==> config.mk <==
export PLATFORM = sky130hd
export DESIGN_NAME = hazard_controller
export DESIGN_NICKNAME = d
export VERILOG_FILES = /design/src/rtl/hazard_controller_pkg.sv /design/src/rtl/hazard_controller_forward_unit.sv /design/src/rtl/hazard_controller.sv
export SDC_FILE = /design/constraint.sdc
export NUM_CORES = 1
export LEC_CHECK = 0
export ABC_AREA = 1
export CAP_MARGIN = 20
export CORE_MARGIN = 2
export CORE_UTILIZATION = 55
export CTS_CLUSTER_SIZE = 28
export DETAILED_ROUTE_END_ITERATION = 8
export DONT_BUFFER_PORTS = 1
export GPL_TIMING_DRIVEN = 0
export PLACE_DENSITY = 0.7
export SETUP_SLACK_MARGIN = 0.15
export SYNTH_ARGS = -nofsm -noshare
export SYNTH_HDL_FRONTEND = slang
export SYNTH_HIERARCHICAL = 1
export SYNTH_SLANG_ARGS = --single-unit
==> constraint.sdc <==
create_clock -name clk -period 3.7 [get_ports clk]
set_clock_uncertainty 0.05 [all_clocks]
set_input_delay 0.925 -clock clk [delete_from_list [all_inputs] [get_ports clk]]
set_output_delay 0.925 -clock clk [all_outputs]
set_load 0.02 [all_outputs]
==> src/rtl/hazard_controller_pkg.sv <==
`default_nettype none
// ============================================================================
// Module      : hazard_controller_pkg
// Description : Shared constants for the pipeline hazard controller:
//               register-specifier width, forwarding select codes, memory-wait
//               FSM state encodings and a forwarding select helper.
// Revision    : 1.0 - initial release
// ============================================================================
package hazard_controller_pkg;

    localparam int C_REG_ADDR_W = 5;

    // E-stage ALU operand select codes
    localparam logic [1:0] C_FWD_REG = 2'b00;  // register file
    localparam logic [1:0] C_FWD_MEM = 2'b10;  // ALUOutM
    localparam logic [1:0] C_FWD_WB  = 2'b01;  // ResultW

    // Memory-wait FSM encodings
    localparam int         C_STATE_W     = 2;
    localparam logic [1:0] C_ST_RUN      = 2'd0;
    localparam logic [1:0] C_ST_MEM_WAIT = 2'd1;
    localparam logic [1:0] C_ST_FAULT    = 2'd2;

    // The younger (M) producer holds the newer value, so it wins over W.
    function automatic logic [1:0] fwdSel(input logic memHit, input logic wbHit);
        if (memHit)     return C_FWD_MEM;
        else if (wbHit) return C_FWD_WB;
        else            return C_FWD_REG;
    endfunction

endpackage
`default_nettype wire

==> src/rtl/hazard_controller_forward_unit.sv <==
`default_nettype none
// ============================================================================
// Module      : forward_unit
// Description : Purely combinational forwarding compare. Register 0 never
//               matches.
// Ports       : RsD/RtD, RsE/RtE            source registers in D / E
//               WriteRegM/W, RegWriteM/W    destination + valid in M / W
//               ForwardAD/BD                D comparator operand from ALUOutM
//               ForwardAE/BE                E ALU operand select
// Revision    : 1.0 - initial release
// ============================================================================
module forward_unit
    import hazard_controller_pkg::*;
#(
    parameter int REG_ADDR_W = C_REG_ADDR_W
) (
    input  logic [REG_ADDR_W-1:0] RsD,
    input  logic [REG_ADDR_W-1:0] RtD,
    input  logic [REG_ADDR_W-1:0] RsE,
    input  logic [REG_ADDR_W-1:0] RtE,
    input  logic [REG_ADDR_W-1:0] WriteRegM,
    input  logic [REG_ADDR_W-1:0] WriteRegW,
    input  logic                  RegWriteM,
    input  logic                  RegWriteW,
    output logic                  ForwardAD,
    output logic                  ForwardBD,
    output logic [1:0]            ForwardAE,
    output logic [1:0]            ForwardBE
);

    logic w_hitAM, w_hitAW, w_hitBM, w_hitBW;

    assign ForwardAD = (RsD != '0) && (RsD == WriteRegM) && RegWriteM;
    assign ForwardBD = (RtD != '0) && (RtD == WriteRegM) && RegWriteM;

    assign w_hitAM = (RsE != '0) && (RsE == WriteRegM) && RegWriteM;
    assign w_hitAW = (RsE != '0) && (RsE == WriteRegW) && RegWriteW;
    assign w_hitBM = (RtE != '0) && (RtE == WriteRegM) && RegWriteM;
    assign w_hitBW = (RtE != '0) && (RtE == WriteRegW) && RegWriteW;

    assign ForwardAE = fwdSel(w_hitAM, w_hitAW);
    assign ForwardBE = fwdSel(w_hitBM, w_hitBW);

endmodule
`default_nettype wire

==> src/rtl/hazard_controller.sv <==
`default_nettype none
// ============================================================================
// Module      : hazard_controller
// Description : Pipeline sequencer for the 5-stage MIPS core. Drives the
//               forwarding selects and all stage stalls/flushes (load-use,
//               branch-compare, taken-branch squash), freezes the pipe while
//               data memory is busy, faults on memory timeout, and keeps
//               saturating stall / taken-branch debug counters.
// Ports       : clk, reset (sync, active-high)
//               RsD/RtD/RsE/RtE, WriteRegE/M/W, RegWriteE/M/W, MemtoRegE/M,
//               BranchD, PCSrcD, MemReqM, MemReadyM            -> inputs
//               ForwardAD/BD/AE/BE, StallF/D/E/M, FlushD/E/W,
//               MemFault, StallCount, BranchCount              -> outputs
// Revision    : 1.0 - initial release
// ============================================================================
module hazard_controller
    import hazard_controller_pkg::*;
#(
    parameter int REG_ADDR_W  = C_REG_ADDR_W,
    parameter int MEM_TIMEOUT = 16,
    parameter int CNT_W       = 16
) (
    input  logic                  clk,
    input  logic                  reset,
    input  logic [REG_ADDR_W-1:0] RsD,
    input  logic [REG_ADDR_W-1:0] RtD,
    input  logic [REG_ADDR_W-1:0] RsE,
    input  logic [REG_ADDR_W-1:0] RtE,
    input  logic [REG_ADDR_W-1:0] WriteRegE,
    input  logic [REG_ADDR_W-1:0] WriteRegM,
    input  logic [REG_ADDR_W-1:0] WriteRegW,
    input  logic                  RegWriteE,
    input  logic                  RegWriteM,
    input  logic                  RegWriteW,
    input  logic                  MemtoRegE,
    input  logic                  MemtoRegM,
    input  logic                  BranchD,
    input  logic                  PCSrcD,
    input  logic                  MemReqM,
    input  logic                  MemReadyM,
    output logic                  ForwardAD,
    output logic                  ForwardBD,
    output logic [1:0]            ForwardAE,
    output logic [1:0]            ForwardBE,
    output logic                  StallF,
    output logic                  StallD,
    output logic                  StallE,
    output logic                  StallM,
    output logic                  FlushD,
    output logic                  FlushE,
    output logic                  FlushW,
    output logic                  MemFault,
    output logic [CNT_W-1:0]      StallCount,
    output logic [CNT_W-1:0]      BranchCount
);

    localparam int                c_WCNT_W    = $clog2(MEM_TIMEOUT) + 1;
    localparam logic [c_WCNT_W-1:0] c_WCNT_LAST = c_WCNT_W'(MEM_TIMEOUT - 1);
    localparam logic [c_WCNT_W-1:0] c_WCNT_ONE  = c_WCNT_W'(1);

    logic [C_STATE_W-1:0] r_state, w_stateNext;
    logic [c_WCNT_W-1:0]  r_wcnt, w_wcntNext;
    logic [CNT_W-1:0]     r_stallCount, r_branchCount;
    logic                 w_fwdAD, w_fwdBD;
    logic [1:0]           w_fwdAE, w_fwdBE;
    logic                 w_memStall, w_lwStall, w_brStall;

    forward_unit #(
        .REG_ADDR_W (REG_ADDR_W)
    ) u_forward_unit (
        .RsD       (RsD),
        .RtD       (RtD),
        .RsE       (RsE),
        .RtE       (RtE),
        .WriteRegM (WriteRegM),
        .WriteRegW (WriteRegW),
        .RegWriteM (RegWriteM),
        .RegWriteW (RegWriteW),
        .ForwardAD (w_fwdAD),
        .ForwardBD (w_fwdBD),
        .ForwardAE (w_fwdAE),
        .ForwardBE (w_fwdBE)
    );

    // ---------------- memory-wait FSM ----------------
    always_ff @(posedge clk) begin
        if (reset) begin
            r_state <= C_ST_RUN;
            r_wcnt  <= '0;
        end else begin
            r_state <= w_stateNext;
            r_wcnt  <= w_wcntNext;
        end
    end

    always_comb begin
        w_stateNext = r_state;
        w_wcntNext  = r_wcnt;
        case (r_state)
            C_ST_RUN: begin
                // A same-cycle ready completes the access without any wait.
                if (MemReqM && !MemReadyM) begin
                    w_stateNext = C_ST_MEM_WAIT;
                    w_wcntNext  = c_WCNT_ONE;
                end
            end
            C_ST_MEM_WAIT: begin
                if (MemReadyM) begin
                    w_stateNext = C_ST_RUN;
                    w_wcntNext  = '0;
                end else if (r_wcnt == c_WCNT_LAST) begin
                    w_stateNext = C_ST_FAULT;
                end else begin
                    w_wcntNext = r_wcnt + c_WCNT_ONE;
                end
            end
            C_ST_FAULT: w_stateNext = C_ST_FAULT;
            default:    w_stateNext = C_ST_RUN;
        endcase
    end

    // ---------------- hazard detection ----------------
    assign w_memStall = ((r_state == C_ST_RUN) && MemReqM && !MemReadyM)
                      || ((r_state == C_ST_MEM_WAIT) && !MemReadyM)
                      || (r_state == C_ST_FAULT);

    assign w_lwStall = MemtoRegE && ((RtE == RsD) || (RtE == RtD));

    assign w_brStall = BranchD && ((RegWriteE && ((WriteRegE == RsD) || (WriteRegE == RtD)))
                                || (MemtoRegM && ((WriteRegM == RsD) || (WriteRegM == RtD))));

    // ---------------- stall / flush / forward outputs ----------------
    always_comb begin
        ForwardAD = 1'b0;
        ForwardBD = 1'b0;
        ForwardAE = C_FWD_REG;
        ForwardBE = C_FWD_REG;
        StallF    = 1'b0;
        StallD    = 1'b0;
        StallE    = 1'b0;
        StallM    = 1'b0;
        FlushD    = 1'b0;
        FlushE    = 1'b0;
        FlushW    = 1'b0;
        if (reset) begin
            // Bubble the whole pipe while reset is held.
            FlushD = 1'b1;
            FlushE = 1'b1;
            FlushW = 1'b1;
        end else begin
            ForwardAD = w_fwdAD;
            ForwardBD = w_fwdBD;
            ForwardAE = w_fwdAE;
            ForwardBE = w_fwdBE;
            if (w_memStall) begin
                // Whole pipe frozen; W gets a bubble so nothing retires twice.
                StallF = 1'b1;
                StallD = 1'b1;
                StallE = 1'b1;
                StallM = 1'b1;
                FlushW = 1'b1;
            end else if (w_lwStall || w_brStall) begin
                StallF = 1'b1;
                StallD = 1'b1;
                FlushE = 1'b1;
            end
            // A taken branch is only acted on once D is free to advance.
            FlushD = PCSrcD && !StallD;
        end
    end

    // ---------------- debug counters ----------------
    always_ff @(posedge clk) begin
        if (reset) begin
            r_stallCount  <= '0;
            r_branchCount <= '0;
        end else begin
            if (StallF && (r_stallCount != '1))
                r_stallCount <= r_stallCount + 1'b1;
            if (FlushD && (r_branchCount != '1))
                r_branchCount <= r_branchCount + 1'b1;
        end
    end

    assign MemFault    = (r_state == C_ST_FAULT);
    assign StallCount  = r_stallCount;
    assign BranchCount = r_branchCount;

endmodule
`default_nettype wire

==> qor.txt <==
Clock power frac: 36.7%
DPL Wire Length: 6850 microns
Syn nets: 660
Startpoint types: input port
Distinct cells, synth: 35
ANT cells: 0
CTS tree: done
Pwr Density: 281 nW/um^2
Post-Syn Area: 3450 sq um
Core area: 5990 sq um
Clock Pin Slew Worst Setup and Hold Paths: 80 ps
Num rows: 28
Buffers on Ports: 0
Max_cap viols: 0
Pleak: 1.71 nW
Hold depth: 2
Num CTS Buffers: 5
Vias per cell: 5.19
Clock sinks: 39
Mean routed wirelength per cell: 12.4 microns
Sw Pwr: 0.306 mW
Initial antenna violation count: 0
Global Route Usage Sum: 25.1%
Die width: 83.2 microns
Power Internal: 0.721 mW
Clock Latency Late Sink: 290 ps
Gpl congestion: 0.934
Post-Route WL: 8620 microns
Seq/Total Area, Yosys: 22.6%
Final Power: 1.03 mW
R2R depth: 9
#FFs+latches synth: 39
DRT Pass-1 Iters: 4
ANT nets after route: 0
Worst ir drop on vdd: 0.000201 V
Vias in the first global route: 3348
Hold_ws: 451 ps
Share of cells above drive strength 1: 8.90%
HP Class: register to register
Worst Path Required: 2720 ps
Boundary Pins: 92
Tmin final: 3300 ps
Count of hold-fix buffers inserted at cts: 0
Gate power share: 19.6%
Clock tree buffer depth: 2
Initial core utilization: 57.6%
Crit. End Element: output port
H-tree Lvls: 2
Outcome: completed
Arrival @ worst endpoint: 2320 ps
Highest Clock Rate: 0.303 GHz
Die height: 83.2 microns
Die area: 6920 sq um
Net Sw Frac: 29.8%
Slew margin rel.: 61.3%
Nets: 667
Commonest non-fill, non-tap cell in the layout: nand2_1
RSZ-0062 raised after global routing: false
Setup CP Type: input port to output port
Final Max Slew Viols: 0
DRC errors left: 0
Setup-failing EPs final: 0
1st-iter DRT viols: 138
Most frequent cells in the layout: 181 x nand2_1, 91 x nor2_1, 78 x inv_1
Ys Warns: 6
Clk root buf: clkbuf_8
Post-Syn Area per Cell: 5.66 sq um
Via count: 3600
Post_cts resized: 0
Final hold vios: 0
First-pass GRT wire length: 14800 microns
Final period utilization: 89.1%
Share of power burned in registers: 43.7%
Largest net degree at the start of global routing: 13
Total congestion overflow: 0
Area Growth Syn to Fin: 6.13%
CP max FO: 7
Postcts setup bufs: 0
Setup TNS: 0 ps
Slew of the pin with the lowest slew margin: 578 ps
Synth Instances: 610
-- final cells by class --
cell class | count | area, sq um
clock buffers | 6 | 82.6
multi-input cells | 459 | 2220
inverters | 95 | 357
fillers | 628 | 2330
plain buffers | 17 | 91.3
well taps | 75 | 93.8
flip-flops and latches | 39 | 781
clock inverters | 2 | 35.0
-- synth_stat cells --
cell	count	area, sq um
o22ai_1	1	6.26
and3_1	1	6.26
a21oi_1	37	185
buf_6	1	11.3
nand4_2	1	12.5
o21ai_1	6	30.0
or2_2	3	18.8
a31oi_1	3	18.8
clkbuf_1	5	18.8
buf_2	4	20.0
xnor2_1	8	70.1
nor2_2	5	31.3
inv_2	17	63.8
inv_1	78	293
nand3_2	2	20.0
nor4_1	4	25.0
nand4_1	16	100
nor3_2	1	10.0
nor2_1	91	342
a31oi_2	1	12.5
dfxtp_1	39	781
xor2_1	20	175
nor3_1	10	50.1
o21ai_0	5	25.0
nand3_4	2	35.0
nor2_4	2	22.5
nand3_1	48	240
a211oi_1	1	7.51
buf_1	3	11.3
ha_1	4	50.1
buf_4	4	30.0
nand2_2	3	18.8
or2_0	2	12.5
nor3_4	1	16.3
nand2_1	181	679
-- registers in the layout, indices dropped and copies added (netlist names) --
register and count:
BranchCount 16, StallCount 16, r_wcnt 5, r_state 2
-- path summary, 6_finish.rpt --
kind	start	end	slack, ps
max	RtD[4]	StallF	400
min	r_wcnt[4]	r_wcnt[4]	450
max reg2reg	StallCount[0]	StallCount[13]	1410
min reg2reg	r_wcnt[4]	r_wcnt[4]	450
-- kinds of logic (layout without fill, tap and decap cells) --
logic type | after synthesis | after routing | share of synthesized area, %
XOR/XNOR | 28 | 28 | 7.11
AND/OR/NAND/NOR | 373 | 373 | 47.6
adder cells (fa/ha/maj) | 4 | 4 | 1.45
AO/OA/AOI/OAI | 54 | 54 | 8.27
buffers and inverters | 112 | 120 | 13.0
flip-flops | 39 | 39 | 22.6
-- power groups by stage --
stage	logic [mW]	registers [mW]	clock network, mW
floorplan	0.166	0.456	0
global placement	0.196	0.459	0
detailed placement	0.201	0.459	0
CTS	0.201	0.449	0.378
global route	0.231	0.451	0.398
finish	0.201	0.449	0.377
-- worst max-delay path: stages --
cell and delay, ps:
inv_1 30, nand2_1 50, nand2_1 40, nor2_1 110
nand3_1 90, nand2_1 60, nand2_1 50, nand2_1 90
nand2_1 120, nand3_2 180, nand2_1 120, inv_1 250
buf_4 200
-- metal layers --
metal | vias up | part of all wire [%] | global-route usage (%)
met5 | - | 0 | 0
met3 | 6 | 9.3 | 8.75
li1 | 1925 | - | -
met1 | 1553 | 43 | 29.7
met4 | 0 | 0.80 | 5.96
met2 | 116 | 47 | 43.5
-- stage by stage --
| stage | utilization, % | std cells | instance area [sq um] | worst slack, ps |
|---|---|---|---|---|
| 6_report | 61.1 | 693 | 3660 | 402 |
| 5_1_grt | 61.1 | 693 | 3660 | 179 |
| 4_1_cts | 61.1 | 693 | 3660 | 393 |
| 3_5_place_dp | 59.1 | 685 | 3540 | 402 |
| 3_3_place_gp | 59.1 | 685 | 3540 | 403 |
| 2_1_floorplan | - | 610 | 3450 | 662 |
No activity file was read; power rests on OpenSTA's default activity.
